File: config.mk
export PLATFORM = sky130hd
export DESIGN_NAME = stream_demux
export DESIGN_NICKNAME = d
export VERILOG_FILES = /design/src/rtl/stream_demux.sv
export SDC_FILE = /design/constraint.sdc
export NUM_CORES = 1
export LEC_CHECK = 0
export ABC_AREA = 1
export CAP_MARGIN = 20
export CORE_ASPECT_RATIO = 0.9
export CORE_UTILIZATION = 38
export CTS_BUF_LIST = sky130_fd_sc_hd__clkbuf_8
export DETAILED_ROUTE_END_ITERATION = 10
export GPL_TIMING_DRIVEN = 0
export PLACE_DENSITY = 0.81
export SLEW_MARGIN = 5
export SYNTH_ARGS = -nofsm -noshare
export SYNTH_HDL_FRONTEND = slang
export SYNTH_SLANG_ARGS = --single-unit
File: constraint.sdc
create_clock -name clk -period 1.55 [get_ports clk]
set_clock_uncertainty 0.2 [all_clocks]
set_input_delay 0.465 -clock clk [delete_from_list [all_inputs] [get_ports clk]]
set_output_delay 0.465 -clock clk [all_outputs]
set_load 0.1 [all_outputs]
File: src/rtl/stream_demux.sv
// stream_demux: registered 1-to-N valid/ready packet demultiplexer.
// The destination is taken from s_sel on a packet's first beat and locked
// until s_last. Packets whose first-beat s_sel has no matching output are
// consumed without being forwarded, and each one adds 1 to a saturating
// counter.
//
// Ports:
//   clk, rst     - rising-edge clock, synchronous active-high reset
//   s_data       - input beat data
//   s_sel        - destination index, used on a first beat only
//   s_last       - marks the final beat of a packet
//   s_valid      - input beat valid
//   s_ready      - input beat ready
//   m_data       - output beat data, shared by all outputs
//   m_last       - output final-beat flag, shared by all outputs
//   m_valid      - one-hot per-output valid
//   m_ready      - per-output ready
//   drop_count   - saturating count of dropped packets
module stream_demux #(
  parameter int WIDTH = 8,
  parameter int N_OUT = 4,
  parameter int SEL_W = 2,
  parameter int CNT_W = 16
) (
  input  logic             clk,
  input  logic             rst,
  input  logic [WIDTH-1:0] s_data,
  input  logic [SEL_W-1:0] s_sel,
  input  logic             s_last,
  input  logic             s_valid,
  output logic             s_ready,
  output logic [WIDTH-1:0] m_data,
  output logic             m_last,
  output logic [N_OUT-1:0] m_valid,
  input  logic [N_OUT-1:0] m_ready,
  output logic [CNT_W-1:0] drop_count
);

  typedef enum logic [1:0] {
    IDLE = 2'd0,
    PKT  = 2'd1,
    DROP = 2'd2
  } state_t;

  // One extra bit so N_OUT == 2**SEL_W is representable.
  localparam logic [SEL_W:0] N_OUT_L = (SEL_W + 1)'(N_OUT);

  state_t           state, next_state;
  logic [SEL_W-1:0] dst;
  logic             out_valid;
  logic [SEL_W-1:0] out_dst;
  logic [WIDTH-1:0] out_data;
  logic             out_last;

  logic             dst_ready;
  logic             accept;
  logic             drain;
  logic             sel_ok;
  logic             load;
  logic [SEL_W-1:0] load_dst;
  logic             drop_inc;

  // Ready of the output currently holding a beat; other outputs are ignored.
  always_comb begin
    dst_ready = 1'b0;
    for (int unsigned i = 0; i < N_OUT; i++) begin
      if (out_dst == SEL_W'(i)) dst_ready = m_ready[i];
    end
  end

  always_comb begin
    m_valid = '0;
    for (int unsigned i = 0; i < N_OUT; i++) begin
      if (out_dst == SEL_W'(i)) m_valid[i] = out_valid;
    end
  end

  assign m_data  = out_data;
  assign m_last  = out_last;
  assign s_ready = (state == DROP) ? 1'b1 : (!out_valid || dst_ready);
  assign accept  = s_valid && s_ready;
  assign drain   = out_valid && dst_ready;
  assign sel_ok  = {1'b0, s_sel} < N_OUT_L;

  always_comb begin
    next_state = state;
    load       = 1'b0;
    load_dst   = dst;
    drop_inc   = 1'b0;
    unique case (state)
      IDLE: begin
        if (accept) begin
          if (sel_ok) begin
            load     = 1'b1;
            load_dst = s_sel;
            if (!s_last) next_state = PKT;
          end else begin
            drop_inc = 1'b1;
            if (!s_last) next_state = DROP;
          end
        end
      end
      PKT: begin
        if (accept) begin
          load = 1'b1;
          if (s_last) next_state = IDLE;
        end
      end
      DROP: begin
        if (accept && s_last) next_state = IDLE;
      end
      default: next_state = IDLE;
    endcase
  end

  always_ff @(posedge clk) begin
    if (rst) begin
      state      <= IDLE;
      dst        <= '0;
      out_valid  <= 1'b0;
      out_dst    <= '0;
      out_data   <= '0;
      out_last   <= 1'b0;
      drop_count <= '0;
    end else begin
      state <= next_state;
      // A load takes priority over a simultaneous drain: the new beat
      // replaces the departing one for full throughput.
      if (load) begin
        out_valid <= 1'b1;
        out_dst   <= load_dst;
        out_data  <= s_data;
        out_last  <= s_last;
        dst       <= load_dst;
      end else if (drain) begin
        out_valid <= 1'b0;
      end
      if (drop_inc && (drop_count != '1)) begin
        drop_count <= drop_count + CNT_W'(1);
      end
    end
  end

endmodule

==> results.md <==
- Final setup margin: -0.390 ns
- Final RePlAce weighted congestion: 0.708
- RSZ-0062 raised after global routing: true
- Wire per inst: 10.5 um
- Max Cap Violations: 0
- Layout area overhead: 71.8%
- Chip Height: 45.9 um
- Area leader, netlist: dfxtp_1
- CTS Buf Count: 3
- Hold crit path type: in -> reg
- Net count, final: 170
- Synth warnings: 0
- Final core occ: 70.8%
- Worst-path clk slew: 0.05 ns
- Max VDD drop: 0.667 mV
- Synth top area cells: dfxtp_1 (32%), buf_4 (16%), nand3_2 (9.9%), a21oi_2 (9.7%), nand2_1 (7.4%)
- Final WL: 1860 um
- Post-DP HPWL: 1350 um
- CP top delay family: flip-flops
- H-tree depth: 1
- Final Cell Area: 0.00140 mm^2
- Initial DRC Count: 2
- Power per cell area: 966 mW/mm^2
- Antenna Nets Post-Route: 0
- DR DRC count: 0
- Global route overflow: 0
- Setup-failing EPs final: 5
- Final Hold Viols: 0
- Clk sinks: 13
- # IOs: 48
- Hold WS: 0.258 ns
- Die W: 50.7 um
- Slowest stage delay, CP: 0.38 ns
- CP Class: reg -> out
- Count of different cell masters after synthesis: 21
- Tmin final: 1.94 ns
- Failing checks: negative setup slack
- Final period util: 125%
- Most frequent cells in the layout: buf_4 (32), nand2_1 (16), conb_1 (16), clkdlybuf4s50_1 (11), dfxtp_2 (10)
- Syn Area/Cell: 8.55 um^2
- #FFs+latches synth: 13
- Req. time, crit path: 0.88 ns
- Most common cell after layout, fill and taps aside: buf_4
- Placed cell areas: 0.00126 mm^2
- Tot GR Track Use: 17.1%
- Synthesized area: 812 um^2
- CORE AREA: 0.00197 mm^2
- Status: complete, but fails checks
- Startpoint types: register
- Initial antenna violation count: 0
- Clock root buffer: clkbuf_8
- TritonCTS clock tree: built
- IO buf count: 30
- Antenna diodes: 0
- CP Capture Type: output port
- CP arrival: 1.28 ns
- Vias after detailed routing: 749
- Critical path's slowest cell: dfxtp_4
- First-pass GRT wire length: 2950 um
- Worst-path maximum fanout: 6
- Static leakage: 0.670 nW
- Sequential area share after synthesis: 32.0%
- Buf+Inv Stages, Crit Path: 2
- Die area: 0.00233 mm^2
- Share of cells above drive strength 1: 57.6%
- Synth top area share: 32.0%
- Most common cell on crit path: nand2_4
- Worst-skew pair later-pin latency: 0.24 ns
- Vias in the first global route: 714
- Slew Viols, Final: 0
- Initial Utilization: 41.2%
- CTS Hold Bufs: 0
- Cells along the critical path: nand2_4 -> nand2_1 -> a21oi_2 -> nand2_4 -> nand2_4 -> inv_12 -> buf_12
- Routed vias/inst: 4.26
- Detailed Routing Iterations Pass 1: 2
- Largest net degree at the start of global routing: 11
- Row cnt: 15
- Synth Instances: 95
- Achievable frequency: 515 MHz
- Clk buf depth: 2
worst register-to-register path, cell delays in order (launching register included):
cell and delay [ns]:
dfxtp_4 0.37, inv_2 0.09, nand3_1 0.07, nand2_1 0.07, inv_2 0.05, nand2_4 0.07
nand2_4 0.08, inv_12 0.06, buf_4 0.17, nand3_2 0.09, a21oi_2 0.11
routing by layer:
layer	global-route usage, %	up-vias	wire length (um)	part of all wire [%]
met5	0	-	0	0
met1	19.5	325	747	40
met3	4.00	2	144	7.8
li1	-	387	-	-
met2	31.2	35	950	51
met4	6.67	0	14	0.75
worst paths after layout:
check	from	to	slack, ns	cells after the start
setup reg to reg	out_dst[1]	m_data[1]	0.05	10
hold reg to reg	m_last	m_last	0.26	2
setup / recovery	out_dst[0]	s_ready	-0.39	7
hold / removal	rst	m_data[4]	0.26	2
flip-flops by register name (all words and copies together) (netlist names):
register,flops
state,1
out_dst,2
m_data,8
out_valid,1
m_last,1
power by group:
| group | leakage [nW] | total (mW) | internal [mW] | switching (mW) |
|---|---|---|---|---|
| combinational | 0.531 | 0.661 | 0.185 | 0.475 |
| clock | 0.0269 | 0.297 | 0.175 | 0.122 |
| sequential | 0.112 | 0.390 | 0.365 | 0.0253 |
| total | 0.670 | 1.35 | 0.725 | 0.622 |
cells in the mapped netlist:
library cell   n
inv_8          1
nand2_4        3
nand2_2        1
nand2_1       16
a21oi_1        2
a21oi_2        9
nor3_1         3
inv_2          1
nand4_2        1
nor2_1         5
inv_1          7
nand4_1        1
clkbuf_8       1
nand3_1        2
nor2_4         1
nand3_2        8
dfxtp_1       13
nand3_4        1
o21ai_0        1
buf_4         17
conb_1         1
metrics by stage:
| step | total power [mW] | worst slack [ns] | TNS (ns) | instances |
|---|---|---|---|---|
| floorplan | 0.901 | -0.467 | -4.15 | 110 |
| global placement | 1.01 | -1.65 | -13.69 | 165 |
| detailed placement | 1.01 | -1.64 | -13.80 | 165 |
| CTS | 1.35 | -0.389 | -1.30 | 175 |
| global route | 1.40 | -0.442 | -1.70 | 176 |
| finish | 1.35 | -0.390 | -1.26 | 176 |
cell type report:
| class | count | area (um^2) |
|---|---|---|
| Clock inverter | 1 | 3.75 |
| Clock buffer | 3 | 41.3 |
| Multi-Input combinational cell | 70 | 473 |
| Sequential cell | 13 | 280 |
| Buffer | 18 | 145 |
| Fill cell | 172 | 576 |
| Inverter | 9 | 51.3 |
| Timing Repair Buffer | 37 | 369 |
| Tap cell | 25 | 31.3 |
kinds of logic after synthesis:
group	after synthesis	share of synthesized area (%)
simple gates	42	33.4
buf+inv	27	22.5
flops	13	32.0
compound gates	12	11.6
other cells	1	0.462
what timing repair did:
action / CTS / global route
pin swaps: 6 / 1
setup buffers: 6 / 1
hold endpoints to repair: 0 / 0
endpoints found under the setup margin: 27 / 15
resized for setup: 109 / 2
(Power assumes the default switching activity.)
